--- src/rtl/decode_ctrl_stage_if.sv ---
// Bus bundle for the decode control stage: upstream instruction handshake,
// flush, downstream control-bundle handshake and the statistics counters.
//
// Handshake: a word moves on a rising clk edge exactly when its valid and the
// matching ready are both 1 (in_valid/in_ready upstream, out_valid/out_ready
// downstream). A producer holding valid=1 keeps its payload stable until the
// transfer happens. ready may depend on valid in the same cycle; valid never
// depends on ready.
interface decode_ctrl_stage_if #(
  parameter int XLEN  = 32,
  parameter int CNT_W = 16
);
  logic             in_valid;
  logic [31:0]      in_instr;
  logic             in_ready;
  logic             flush;
  logic             out_valid;
  logic             out_ready;
  logic             reg_alu_mux;
  logic             mem_read;
  logic             mem_write;
  logic [3:0]       alu_op;
  logic             reg_write;
  logic             data_reg_mux;
  logic             branch_ctrl;
  logic             jump;
  logic             illegal;
  logic [4:0]       rd;
  logic [4:0]       rs1;
  logic [4:0]       rs2;
  logic [XLEN-1:0]  imm;
  logic [CNT_W-1:0] stall_cnt;
  logic [CNT_W-1:0] illegal_cnt;

  // Decode stage side.
  modport slave (
    input  in_valid, in_instr, flush, out_ready,
    output in_ready, out_valid, reg_alu_mux, mem_read, mem_write, alu_op,
           reg_write, data_reg_mux, branch_ctrl, jump, illegal, rd, rs1, rs2,
           imm, stall_cnt, illegal_cnt
  );

  // Fetch / execute environment side.
  modport master (
    output in_valid, in_instr, flush, out_ready,
    input  in_ready, out_valid, reg_alu_mux, mem_read, mem_write, alu_op,
           reg_write, data_reg_mux, branch_ctrl, jump, illegal, rd, rs1, rs2,
           imm, stall_cnt, illegal_cnt
  );
endinterface

--- src/rtl/decode_ctrl_stage.sv ---
// RV32 decode control stage: turns a raw instruction into a registered
// control bundle, inserts a one-cycle bubble on load-use dependencies and
// keeps saturating counts of stall cycles and illegal instructions.
module decode_ctrl_stage #(
  parameter int XLEN       = 32,
  parameter int CNT_W      = 16,
  parameter bit ENABLE_JAL = 1'b1
) (
  input logic              clk,
  input logic              rst_n,
  decode_ctrl_stage_if.slave bus
);

  typedef enum logic [3:0] {
    ALU_ADD  = 4'd0,
    ALU_SUB  = 4'd1,
    ALU_AND  = 4'd2,
    ALU_OR   = 4'd3,
    ALU_XOR  = 4'd4,
    ALU_SLL  = 4'd5,
    ALU_SRL  = 4'd6,
    ALU_SRA  = 4'd7,
    ALU_SLT  = 4'd8,
    ALU_SLTU = 4'd9
  } alu_op_e;

  localparam logic [6:0] OPC_R   = 7'b0110011;
  localparam logic [6:0] OPC_I   = 7'b0010011;
  localparam logic [6:0] OPC_LD  = 7'b0000011;
  localparam logic [6:0] OPC_ST  = 7'b0100011;
  localparam logic [6:0] OPC_BR  = 7'b1100011;
  localparam logic [6:0] OPC_LUI = 7'b0110111;
  localparam logic [6:0] OPC_JAL = 7'b1101111;

  localparam logic [6:0] F7_BASE = 7'b0000000;
  localparam logic [6:0] F7_ALT  = 7'b0100000;

  localparam logic [CNT_W-1:0] CNT_MAX = '1;
  localparam logic [CNT_W-1:0] CNT_ONE = CNT_W'(1);

  // Instruction fields of the incoming word.
  logic [6:0] opcode;
  logic [2:0] funct3;
  logic [6:0] funct7;
  logic [4:0] f_rd;
  logic [4:0] f_rs1;
  logic [4:0] f_rs2;

  assign opcode = bus.in_instr[6:0];
  assign f_rd   = bus.in_instr[11:7];
  assign funct3 = bus.in_instr[14:12];
  assign f_rs1  = bus.in_instr[19:15];
  assign f_rs2  = bus.in_instr[24:20];
  assign funct7 = bus.in_instr[31:25];

  // Immediates per format, sign-extended from instr[31] by the signed cast.
  logic [XLEN-1:0] imm_i;
  logic [XLEN-1:0] imm_s;
  logic [XLEN-1:0] imm_b;
  logic [XLEN-1:0] imm_u;
  logic [XLEN-1:0] imm_j;

  assign imm_i = XLEN'($signed(bus.in_instr[31:20]));
  assign imm_s = XLEN'($signed({bus.in_instr[31:25], bus.in_instr[11:7]}));
  assign imm_b = XLEN'($signed({bus.in_instr[31], bus.in_instr[7],
                                bus.in_instr[30:25], bus.in_instr[11:8], 1'b0}));
  assign imm_u = XLEN'($signed({bus.in_instr[31:12], 12'b0}));
  assign imm_j = XLEN'($signed({bus.in_instr[31], bus.in_instr[19:12],
                                bus.in_instr[20], bus.in_instr[30:21], 1'b0}));

  // ALU operation selected by funct3 alone (funct7 = 0000000 flavour).
  function automatic alu_op_e base_alu(input logic [2:0] f3);
    alu_op_e op;
    case (f3)
      3'b000:  op = ALU_ADD;
      3'b001:  op = ALU_SLL;
      3'b010:  op = ALU_SLT;
      3'b011:  op = ALU_SLTU;
      3'b100:  op = ALU_XOR;
      3'b101:  op = ALU_SRL;
      3'b110:  op = ALU_OR;
      default: op = ALU_AND;
    endcase
    return op;
  endfunction

  // Decoded, not yet registered bundle.
  logic            d_reg_alu_mux;
  logic            d_mem_read;
  logic            d_mem_write;
  alu_op_e         d_alu_op;
  logic            d_reg_write;
  logic            d_data_reg_mux;
  logic            d_branch_ctrl;
  logic            d_jump;
  logic            d_illegal;
  logic [XLEN-1:0] d_imm;

  // Registered bundle.
  logic            out_valid_q;
  logic            q_reg_alu_mux;
  logic            q_mem_read;
  logic            q_mem_write;
  logic [3:0]      q_alu_op;
  logic            q_reg_write;
  logic            q_data_reg_mux;
  logic            q_branch_ctrl;
  logic            q_jump;
  logic            q_illegal;
  logic [4:0]      q_rd;
  logic [4:0]      q_rs1;
  logic [4:0]      q_rs2;
  logic [XLEN-1:0] q_imm;

  logic [CNT_W-1:0] stall_cnt_q;
  logic [CNT_W-1:0] illegal_cnt_q;

  logic uses_rs1;
  logic uses_rs2;
  logic hazard;
  logic in_ready;
  logic accept;

  // Opcode decode into the next control bundle; illegal words are scrubbed.
  always_comb begin
    d_reg_alu_mux  = 1'b0;
    d_mem_read     = 1'b0;
    d_mem_write    = 1'b0;
    d_alu_op       = ALU_ADD;
    d_reg_write    = 1'b0;
    d_data_reg_mux = 1'b0;
    d_branch_ctrl  = 1'b0;
    d_jump         = 1'b0;
    d_illegal      = 1'b0;
    d_imm          = '0;
    case (opcode)
      OPC_R: begin
        d_reg_write = 1'b1;
        if (funct7 == F7_BASE) begin
          d_alu_op = base_alu(funct3);
        end else if (funct7 == F7_ALT && funct3 == 3'b000) begin
          d_alu_op = ALU_SUB;
        end else if (funct7 == F7_ALT && funct3 == 3'b101) begin
          d_alu_op = ALU_SRA;
        end else begin
          d_illegal = 1'b1;
        end
      end
      OPC_I: begin
        d_reg_alu_mux = 1'b1;
        d_reg_write   = 1'b1;
        d_imm         = imm_i;
        d_alu_op      = base_alu(funct3);
        // Shift-immediates reuse imm[11:5] as a funct7-like qualifier.
        if (funct3 == 3'b001 && funct7 != F7_BASE) begin
          d_illegal = 1'b1;
        end
        if (funct3 == 3'b101) begin
          if (funct7 == F7_ALT) begin
            d_alu_op = ALU_SRA;
          end else if (funct7 != F7_BASE) begin
            d_illegal = 1'b1;
          end
        end
      end
      OPC_LD: begin
        d_mem_read     = 1'b1;
        d_data_reg_mux = 1'b1;
        d_reg_alu_mux  = 1'b1;
        d_reg_write    = 1'b1;
        d_imm          = imm_i;
      end
      OPC_ST: begin
        d_mem_write   = 1'b1;
        d_reg_alu_mux = 1'b1;
        d_imm         = imm_s;
      end
      OPC_BR: begin
        d_alu_op      = ALU_SUB;
        d_branch_ctrl = 1'b1;
        d_imm         = imm_b;
      end
      OPC_LUI: begin
        d_reg_alu_mux = 1'b1;
        d_reg_write   = 1'b1;
        d_imm         = imm_u;
      end
      OPC_JAL: begin
        if (ENABLE_JAL) begin
          d_jump      = 1'b1;
          d_reg_write = 1'b1;
          d_imm       = imm_j;
        end else begin
          d_illegal = 1'b1;
        end
      end
      default: d_illegal = 1'b1;
    endcase
    if (d_illegal) begin
      d_reg_alu_mux  = 1'b0;
      d_mem_read     = 1'b0;
      d_mem_write    = 1'b0;
      d_alu_op       = ALU_ADD;
      d_reg_write    = 1'b0;
      d_data_reg_mux = 1'b0;
      d_branch_ctrl  = 1'b0;
      d_jump         = 1'b0;
      d_imm          = '0;
    end
  end

  // Load-use detection against the held bundle and the resulting ready.
  always_comb begin
    uses_rs1 = (opcode != OPC_LUI) && (opcode != OPC_JAL);
    uses_rs2 = (opcode == OPC_R) || (opcode == OPC_ST) || (opcode == OPC_BR);
    hazard   = out_valid_q && q_mem_read && (q_rd != 5'd0) && bus.in_valid &&
               ((uses_rs1 && (f_rs1 == q_rd)) || (uses_rs2 && (f_rs2 == q_rd)));
    // rst_n gates ready so nothing looks acceptable while reset is held.
    in_ready = rst_n && (!out_valid_q || bus.out_ready) && !hazard && !bus.flush;
    accept   = bus.in_valid && in_ready;
  end

  // Bundle register: loads on accept, otherwise holds.
  always_ff @(posedge clk or negedge rst_n) begin
    if (!rst_n) begin
      q_reg_alu_mux  <= 1'b0;
      q_mem_read     <= 1'b0;
      q_mem_write    <= 1'b0;
      q_alu_op       <= 4'd0;
      q_reg_write    <= 1'b0;
      q_data_reg_mux <= 1'b0;
      q_branch_ctrl  <= 1'b0;
      q_jump         <= 1'b0;
      q_illegal      <= 1'b0;
      q_rd           <= 5'd0;
      q_rs1          <= 5'd0;
      q_rs2          <= 5'd0;
      q_imm          <= '0;
    end else if (accept) begin
      q_reg_alu_mux  <= d_reg_alu_mux;
      q_mem_read     <= d_mem_read;
      q_mem_write    <= d_mem_write;
      q_alu_op       <= d_alu_op;
      q_reg_write    <= d_reg_write;
      q_data_reg_mux <= d_data_reg_mux;
      q_branch_ctrl  <= d_branch_ctrl;
      q_jump         <= d_jump;
      q_illegal      <= d_illegal;
      q_rd           <= f_rd;
      q_rs1          <= f_rs1;
      q_rs2          <= f_rs2;
      q_imm          <= d_imm;
    end
  end

  // Output valid: flush wins, then accept, then drain on out_ready.
  always_ff @(posedge clk or negedge rst_n) begin
    if (!rst_n) begin
      out_valid_q <= 1'b0;
    end else if (bus.flush) begin
      out_valid_q <= 1'b0;
    end else if (accept) begin
      out_valid_q <= 1'b1;
    end else if (bus.out_ready) begin
      out_valid_q <= 1'b0;
    end
  end

  // Saturating count of cycles a valid input was held back by a load-use hazard.
  always_ff @(posedge clk or negedge rst_n) begin
    if (!rst_n) begin
      stall_cnt_q <= '0;
    end else if (bus.in_valid && hazard && !bus.flush && stall_cnt_q != CNT_MAX) begin
      stall_cnt_q <= stall_cnt_q + CNT_ONE;
    end
  end

  // Saturating count of accepted illegal instructions.
  always_ff @(posedge clk or negedge rst_n) begin
    if (!rst_n) begin
      illegal_cnt_q <= '0;
    end else if (accept && d_illegal && illegal_cnt_q != CNT_MAX) begin
      illegal_cnt_q <= illegal_cnt_q + CNT_ONE;
    end
  end

  assign bus.in_ready     = in_ready;
  assign bus.out_valid    = out_valid_q;
  assign bus.reg_alu_mux  = q_reg_alu_mux;
  assign bus.mem_read     = q_mem_read;
  assign bus.mem_write    = q_mem_write;
  assign bus.alu_op       = q_alu_op;
  assign bus.reg_write    = q_reg_write;
  assign bus.data_reg_mux = q_data_reg_mux;
  assign bus.branch_ctrl  = q_branch_ctrl;
  assign bus.jump         = q_jump;
  assign bus.illegal      = q_illegal;
  assign bus.rd           = q_rd;
  assign bus.rs1          = q_rs1;
  assign bus.rs2          = q_rs2;
  assign bus.imm          = q_imm;
  assign bus.stall_cnt    = stall_cnt_q;
  assign bus.illegal_cnt  = illegal_cnt_q;

endmodule

--- src/flat_wrapper.sv ---
// flat-port wrapper written by rule: the top's interface ports become plain ports
module decode_ctrl_stage_flat 
#(
  parameter int XLEN       = 32,
  parameter int CNT_W      = 16,
  parameter bit ENABLE_JAL = 1'b1
)
  (clk, rst_n, bus_in_valid, bus_in_instr, bus_flush, bus_out_ready, bus_in_ready, bus_out_valid, bus_reg_alu_mux, bus_mem_read, bus_mem_write, bus_alu_op, bus_reg_write, bus_data_reg_mux, bus_branch_ctrl, bus_jump, bus_illegal, bus_rd, bus_rs1, bus_rs2, bus_imm, bus_stall_cnt, bus_illegal_cnt);
  decode_ctrl_stage_if #(.XLEN(XLEN), .CNT_W(CNT_W)) bus_i ();
  input logic clk;
  input logic rst_n;
  input wire logic [$bits(bus_i.in_valid)-1:0] bus_in_valid;
  input wire logic [$bits(bus_i.in_instr)-1:0] bus_in_instr;
  input wire logic [$bits(bus_i.flush)-1:0] bus_flush;
  input wire logic [$bits(bus_i.out_ready)-1:0] bus_out_ready;
  output wire logic [$bits(bus_i.in_ready)-1:0] bus_in_ready;
  output wire logic [$bits(bus_i.out_valid)-1:0] bus_out_valid;
  output wire logic [$bits(bus_i.reg_alu_mux)-1:0] bus_reg_alu_mux;
  output wire logic [$bits(bus_i.mem_read)-1:0] bus_mem_read;
  output wire logic [$bits(bus_i.mem_write)-1:0] bus_mem_write;
  output wire logic [$bits(bus_i.alu_op)-1:0] bus_alu_op;
  output wire logic [$bits(bus_i.reg_write)-1:0] bus_reg_write;
  output wire logic [$bits(bus_i.data_reg_mux)-1:0] bus_data_reg_mux;
  output wire logic [$bits(bus_i.branch_ctrl)-1:0] bus_branch_ctrl;
  output wire logic [$bits(bus_i.jump)-1:0] bus_jump;
  output wire logic [$bits(bus_i.illegal)-1:0] bus_illegal;
  output wire logic [$bits(bus_i.rd)-1:0] bus_rd;
  output wire logic [$bits(bus_i.rs1)-1:0] bus_rs1;
  output wire logic [$bits(bus_i.rs2)-1:0] bus_rs2;
  output wire logic [$bits(bus_i.imm)-1:0] bus_imm;
  output wire logic [$bits(bus_i.stall_cnt)-1:0] bus_stall_cnt;
  output wire logic [$bits(bus_i.illegal_cnt)-1:0] bus_illegal_cnt;
  assign bus_i.in_valid = bus_in_valid;
  assign bus_i.in_instr = bus_in_instr;
  assign bus_i.flush = bus_flush;
  assign bus_i.out_ready = bus_out_ready;
  assign bus_in_ready = bus_i.in_ready;
  assign bus_out_valid = bus_i.out_valid;
  assign bus_reg_alu_mux = bus_i.reg_alu_mux;
  assign bus_mem_read = bus_i.mem_read;
  assign bus_mem_write = bus_i.mem_write;
  assign bus_alu_op = bus_i.alu_op;
  assign bus_reg_write = bus_i.reg_write;
  assign bus_data_reg_mux = bus_i.data_reg_mux;
  assign bus_branch_ctrl = bus_i.branch_ctrl;
  assign bus_jump = bus_i.jump;
  assign bus_illegal = bus_i.illegal;
  assign bus_rd = bus_i.rd;
  assign bus_rs1 = bus_i.rs1;
  assign bus_rs2 = bus_i.rs2;
  assign bus_imm = bus_i.imm;
  assign bus_stall_cnt = bus_i.stall_cnt;
  assign bus_illegal_cnt = bus_i.illegal_cnt;
  decode_ctrl_stage #(.XLEN(XLEN), .CNT_W(CNT_W), .ENABLE_JAL(ENABLE_JAL)) u_core (.clk(clk), .rst_n(rst_n), .bus(bus_i));
endmodule
--- config.mk ---
export PLATFORM = sky130hd
export DESIGN_NAME = decode_ctrl_stage_flat
export DESIGN_NICKNAME = d
export VERILOG_FILES = /design/src/rtl/decode_ctrl_stage_if.sv /design/src/rtl/decode_ctrl_stage.sv /design/src/flat_wrapper.sv
export SDC_FILE = /design/constraint.sdc
export NUM_CORES = 1
export LEC_CHECK = 0
export BUFFER_PORTS_ARGS = -buffer_cell sky130_fd_sc_hd__buf_2
export CAP_MARGIN = 20
export CELL_PAD_IN_SITES_DETAIL_PLACEMENT = 2
export CELL_PAD_IN_SITES_GLOBAL_PLACEMENT = 2
export CORE_UTILIZATION = 32
export CTS_CLUSTER_DIAMETER = 60
export DETAILED_ROUTE_END_ITERATION = 7
export PLACE_DENSITY = 0.87
export SLEW_MARGIN = 25
export SYNTH_ARGS = -nofsm -noshare
export SYNTH_HDL_FRONTEND = slang
export SYNTH_SLANG_ARGS = --single-unit
--- constraint.sdc ---
create_clock -name clk -period 2.4 [get_ports clk]
set_input_delay 0.48 -clock clk [delete_from_list [all_inputs] [get_ports clk]]
set_output_delay 0.48 -clock clk [all_outputs]
set_load 0.02 [all_outputs]
== After elaboration in Yosys (flattened, before gate mapping) ==
Cells that the tools add are included.

* Logic and storage cells: 105
* Memory bits (read-only): 0
* Latch bits: 0
* Memories: 0
* Output and inout bits: 93
* RAM bits: 0
* Input bits: 37
* Flip-flop bits (word level): 91

* $mul: 0
* Order comparisons: 0
* Shifts and indexed selects: 0
* Multiplexer cells: 33
* Eq/ne operators: 20
* Div/mod/pow operators: 0
* Add/sub/neg operators: 2
* Reductions and logical operators: 35
* Bitwise operators: 0

{| class="wikitable"
|+ Operators with widths
! cell !! count
|-
| one-hot mux 32 bit (5 select lines) || 1
|-
| adder 16 x 1 -> 16 bit, second input constant || 2
|-
| two-way mux 32 bit || 1
|-
| inequality test 16 bit, second input constant || 2
|-
| equality test 7 x 6 -> 1 bit, second input constant || 4
|-
| one-hot mux 4 bit (7 select lines) || 1
|-
| two-way mux 1 bit || 22
|-
| two-way mux 4 bit || 5
|-
| logical AND 1 bit || 19
|-
| equality test 7 bit, second input constant || 2
|-
| one-hot mux 4 bit (3 select lines) || 1
|-
| equality test 5 bit || 2
|-
| OR reduction 5 bit || 2
|-
| equality test 3 bit, second input constant || 3
|-
| equality test 7 x 2 -> 1 bit, second input constant || 1
|-
| equality test 7 x 5 -> 1 bit, second input constant || 1
|-
| logical NOT 7 bit || 1
|-
| inequality test 7 x 6 -> 1 bit, second input constant || 1
|-
| inequality test 7 bit, second input constant || 1
|-
| nonzero test 7 bit || 1
|-
| equality test 3 x 2 -> 1 bit, second input constant || 2
|-
| nonzero test 5 bit || 1
|-
| logical OR 1 bit || 4
|-
| OR reduction 4 bit || 1
|-
| 7 further kinds || 9
|}

== Depth between registers and ports, before layout ==
* Word-level depth: 12
* Depth in mapped cells: 10
* Depth with buffers taken out: 7

== Worst setup path after synthesis ==
OpenSTA, ideal clock, no wires.

* Path type: input port to flip-flop
* Start point: in bus_in_instr[5]
* End point: reg u_core.illegal_cnt_q[1] (netlist: u_core.bus.illegal_cnt[1])
* Setup time: 125 ps
* Setup slack: 134 ps
* Buffers on the path: 1
* Required time: 2275 ps
* Cell stages on the path: 8
* Arrival: 2141 ps
* Path through: clkbuf_1 -> nand3b_1 -> or2_2 -> a21oi_1 -> a41oi_2 -> o2111ai_1 -> nor3b_2 -> mux2_2

* Word-level cells in the longest chain between the ends: 12
* Elaborated cells on any way between the ends: 24
* Those cells by class: 9 x eq/ne; 1 x mux; 14 x reduce/logical

{| class="wikitable"
|+ RTL lines
! what !! RTL line !! RTL
|-
| start, declared || flat_wrapper.sv:13 || <nowiki>input wire logic [$bits(bus_i.in_instr)-1:0] bus_in_instr;</nowiki>
|-
| equality test 7 x 6 -> 1 bit || decode_ctrl_stage.sv:136, decode_ctrl_stage.sv:215 ||
|-
| logical OR 1 bit (2 in a row) || decode_ctrl_stage.sv:215 || <nowiki>uses_rs2 = (opcode == OPC_R) || (opcode == OPC_ST) || (opcode == OPC_BR);</nowiki>
|-
| logical AND 1 bit || decode_ctrl_stage.sv:217 || <nowiki>((uses_rs1 && (f_rs1 == q_rd)) || (uses_rs2 && (f_rs2 == q_rd)));</nowiki>
|-
| logical OR 1 bit || decode_ctrl_stage.sv:217 ||
|-
| logical AND 1 bit || decode_ctrl_stage.sv:216 || <nowiki>hazard = out_valid_q && q_mem_read && (q_rd != 5'd0) && bus.in_valid &&</nowiki>
|-
| logical NOT 1 bit || decode_ctrl_stage.sv:219 || <nowiki>in_ready = rst_n && (!out_valid_q || bus.out_ready) && !hazard && !bus.flush;</nowiki>
|-
| logical AND 1 bit (2 in a row) || decode_ctrl_stage.sv:219 ||
|-
| logical AND 1 bit || decode_ctrl_stage.sv:220 || <nowiki>accept = bus.in_valid && in_ready;</nowiki>
|-
| logical AND 1 bit (*) (2 in a row) || decode_ctrl_stage.sv:282 || <nowiki>end else if (accept && d_illegal && illegal_cnt_q != CNT_MAX) begin</nowiki>
|-
| end signal, assigned || decode_ctrl_stage.sv:283 || <nowiki>illegal_cnt_q <= illegal_cnt_q + CNT_ONE;</nowiki>
|-
| end, declared || decode_ctrl_stage.sv:116 || <nowiki>logic [CNT_W-1:0] illegal_cnt_q;</nowiki>
|}

Mark *: on every way between the ends. The rest lies on a longest branch, timed or not.
A chain may end at the register's enable or synchronous reset.

== Worst setup path in the final report ==
* Start point: in bus_in_instr[4]
* End point: out bus_in_ready

* Word-level cells in the longest chain between the ends: 9
* Elaborated cells on any way between the ends: 15
* Those cells by class: 5 x eq/ne; 10 x reduce/logical

{| class="wikitable"
|+ RTL lines
! what !! RTL line !! RTL
|-
| equality test 7 x 6 -> 1 bit || decode_ctrl_stage.sv:215 ||
|-
| logical OR 1 bit (2 in a row) || decode_ctrl_stage.sv:215 ||
|-
| logical AND 1 bit || decode_ctrl_stage.sv:217 ||
|-
| logical OR 1 bit (*) || decode_ctrl_stage.sv:217 ||
|-
| logical AND 1 bit (*) || decode_ctrl_stage.sv:216 ||
|-
| logical NOT 1 bit (*) || decode_ctrl_stage.sv:219 ||
|-
| logical AND 1 bit (*) (2 in a row) || decode_ctrl_stage.sv:219 ||
|-
| end, declared || flat_wrapper.sv:16 || <nowiki>output wire logic [$bits(bus_i.in_ready)-1:0] bus_in_ready;</nowiki>
|}

Marks and branches as above.

==> metrics.log <==
[metrics] area inside the core boundary: approximately 15000 um2
[metrics] setup violation total in the final timing report: 0
[metrics] number of rows created at floorplan: 44
[metrics] Fin. Hold Viols: 0
[metrics] Hold WS: roughly 0.2 ns
[metrics] count of buffers from port buffering: 129
[metrics] library cell occupying the most area in the post-synthesis netlist: dfrtp_1
[metrics] critical-path cell with the highest stage delay: nor4_4
[metrics] num ports: 130
[metrics] count of placed standard cells in the final layout, fillers left out: approximately 840
[metrics] global placement routability congestion: roughly 0.87
[metrics] commonest cells after routing, fill and taps aside: buf_2 (128), nand2_1 (114), dfrtp_1 (86), buf_4 (39), nand3_1 (36)
[metrics] clock buffer depth: 2
[metrics] final routed wirelength across all metal layers: about 17000 um
[metrics] average via count per standard cell: approximately 5.2
[metrics] internal power of the cells: 2770 uW
[metrics] run status: completed
[metrics] leading cell type in the layout, fill and taps excluded: buf_2
[metrics] vias after detailed routing: 4337
[metrics] CTS sink count: 91
[metrics] slack of the worst reg-to-reg path: 0.22 ns
[metrics] number of nets in the layout: about 690
[metrics] Psw: between 1000 and 1500 uW
[metrics] number of design rule violations left after detail routing: 0
[metrics] launching element type of the critical path: primary input
[metrics] total design power: 3968 uW
[metrics] Post-Syn Area per Cell: approximately 9.6 um2
[metrics] crit-path cells: buf_2 -> buf_4 -> buf_4 -> nand2_1 -> nand3_2 -> nor4_4 -> o21ai_4 -> and2_1 -> buf_2
[metrics] Die Y-Extent: about 120 um
[metrics] initial detailed-routing violation count: between 100 and 150
[metrics] number of antenna violations at the first check in global routing: 0
[metrics] cells after synthesis: between 400 and 500
[metrics] WL/cell: roughly 21 um
[metrics] initial core utilization: 32.69%
[metrics] area growth from synthesis to layout: 30.76%
[metrics] leading cell types by total area after synthesis: dfrtp_1 (48%), nand2_1 (9.0%), xnor2_1 (5.7%)
[metrics] part of the power in combinational logic: between 10% and 20%
[metrics] Arr. time, crit path: between 1.5 and 2 ns
[metrics] pin count of the biggest net entering global routing: 60
[metrics] quantity of hold-fixing buffers added after cts: 0
[metrics] critical register-to-register path endpoint: u_core.bus.stall_cnt[1]$_DFFE_PN0P_
[metrics] layout cell share with drive strength beyond 1: 37.33%
[metrics] CP delay by family, top: simple AND/OR/NAND/NOR gates
[metrics] number of antenna diodes: 0
[metrics] maximum level of the CTS H-tree: 3
[metrics] worst skew pair latency: between 0.3 and 0.4 ns
[metrics] leakage power figure: 0.002999 uW
[metrics] number of cells on the worst reg-to-reg path: 7
[metrics] final setup TNS: 0 ns
[metrics] Clock Skew: just over 0.008 ns
[metrics] Mapped Area: between 4000 and 5000 um2
[metrics] Achievable Freq: 428.7 MHz
[metrics] Global Route Usage Sum: about a quarter
[metrics] WP data required: around 1.9 ns
[metrics] Worst-Margin Slew: 0.8093 ns
[metrics] number of CTS-inserted buffers: 9
[metrics] Cell Pwr Density: 638.7 nW/um2
[metrics] share of total power in sequential cells: 43.8%
[metrics] number of nets still failing antenna checks after routing: 0
[metrics] number of warnings reported in the yosys synthesis log: 0
[metrics] synthesized flop and latch total: 91
[metrics] critical path class: primary input to output pin
[metrics] path category of the worst min-delay check: primary input to async pin
[metrics] die area: 15340 um2
[metrics] clock-pin slew of the registers on the worst-case setup and hold paths: 0.07 ns
[metrics] max-slew violation total from the final report: 0
[metrics] combined buffer and inverter count along the critical path: 4
[metrics] Inst Count DP: approximately 820
[metrics] post-synthesis cell type count: 53
[metrics] clock share of power: between 30% and 40%
[metrics] reg-to-reg critical path startpoint: u_core.bus.stall_cnt[4]$_DFFE_PN0P_
[metrics] total half-perimeter wirelength after legalization and detailed placement: 13080 um
[metrics] Synth top area share: a little under half
[metrics] endpoint type of the worst setup path: output pin
[metrics] max-cap violations: 0
[metrics] Seq/Total Area, Yosys: 47.93%
[metrics] largest fanout of any net on the critical path: 8
[metrics] ratio of final minimum period to clock period: a little over nine tenths
[metrics] Die W: between 100 and 150 um
[metrics] master cell of the clock root buffer: clkbuf_16
[metrics] Crit path largest cell delay: ~0.33 ns
[metrics] worst IR drop on VDD: 0.0003683 V
[metrics] Net Sw Frac: 30.18%
[metrics] remaining max-slew budget at the tightest pin: a little under half
[metrics] vias in the first global route: 4824
[metrics] iteration count of the initial detailed-routing pass: 4
[metrics] Mapped Nets: 533
[metrics] post-route minimum period: about 2.3 ns
[metrics] overflow left after global routing: 0
[metrics] CTS tree: built
[metrics] first-pass GRT wire length: roughly 27000 um
-- metrics by stage --
step	instance area [um2]	setup slack [ns]	utilization, %
2_1_floorplan	4751	0.1341	-
3_3_place_gp	5843	-0.09941	40.20
3_5_place_dp	5843	-0.1552	40.20
4_1_cts	6200	0.0004889	42.66
5_1_grt	6212	-0.01035	42.74
6_report	6212	0.06749	42.74
-- how the worst max path moves through the flow --
stage	start	to	slack (ns)	cells after the start
6_report	bus_in_instr[4]	bus_in_ready	0.07	9
3_5_place_dp	bus_in_instr[25]	u_core.bus.illegal_cnt[9]$_DFFE_PN0P_	-0.16	11
2_1_floorplan	bus_in_instr[5]	u_core.bus.illegal_cnt[1]$_DFFE_PN0P_	0.13	8
4_1_cts	u_core.bus.rd[2]$_DFFE_PN0P_	bus_in_ready	0.0005	6
5_1_grt	bus_in_instr[4]	bus_in_ready	-0.01	9
3_3_place_gp	bus_in_instr[25]	u_core.bus.illegal_cnt[8]$_DFFE_PN0P_	-0.1	10
-- layer usage --
layer	track usage (%)	routed length, um
met5	0	0
met4	7.304	319
met3	3.984	683
met2	42.12	8920
met1	27.98	7200
-- timing repair --
action | in CTS | in global routing
setup buffers | 2 | 1
setup endpoints to repair | 1 | 1
gates cloned | 0 | 0
resized for setup | 8 | 1
pin swaps | 4 | 3
-- flip-flops by register name, indices dropped and copies added (netlist names) --
name,cells
u_core.bus.rs2,5
u_core.bus.mem_read,1
u_core.bus.out_valid,1
u_core.bus.imm,32
u_core.bus.rd,5
u_core.bus.illegal,1
u_core.bus.stall_cnt,16
u_core.bus.illegal_cnt,16
u_core.bus.reg_write,1
u_core.bus.branch_ctrl,1
u_core.bus.jump,1
u_core.bus.reg_alu_mux,1
u_core.bus.mem_write,1
u_core.bus.alu_op,4
u_core.bus.rs1,5
-- area by class of cell --
cell class                      count  area (um2)
Fill cell                        1615        8322
Multi-Input combinational cell    365        2305
Inverter                            6       22.52
Tap cell                          184       230.2
Timing Repair Buffer              173        1054
Clock inverter                      7       92.59
Sequential cell                    91        2283
Clock buffer                        9       225.2
-- power by group through the flow --
stage          Combinational, uW  Clock (uW)  Sequential [uW]
2_1_floorplan                242           0             1840
3_3_place_gp                 626           0             1760
3_5_place_dp                 662           0             1760
4_1_cts                      682        1590             1740
5_1_grt                      728        1640             1750
6_report                     672        1560             1740
-- logic make-up (layout without fill, tap and decap cells) --
group,Yosys count,count (layout),share of synthesized area [%]
AND/OR/NAND/NOR,230,230,24.12
XOR/XNOR,41,41,7.559
multiplexers,3,3,0.7110
adder cells (fa/ha/maj),2,2,0.5266
AO/OA/AOI/OAI,89,89,14.75
flip-flops,91,91,47.93
buffers and inverters,38,195,4.398
-- cells in the mapped netlist, drive strengths merged --
cell	n
o221ai	1
a21o	1
ha	2
or2	2
o21ai	29
or3	1
nor4b	4
nor2	20
or3b	1
a41oi	1
o22a	1
buf	19
o31ai	16
nor3	6
dfrtp	91
and4	1
o2111ai	1
nand2b	2
nand3	39
nor3b	1
a22oi	4
xnor2	31
clkbuf	13
inv	6
nand4b	1
nor4	6
a21oi	29
mux2	3
o41ai	2
and3	10
and3b	1
nand2	114
nand4	11
o221a	1
xor2	10
a21boi	1
a211oi	1
and2	6
nand3b	2
nand4bb	1
o22ai	1
and4bb	1
(Power assumes the default switching activity.)
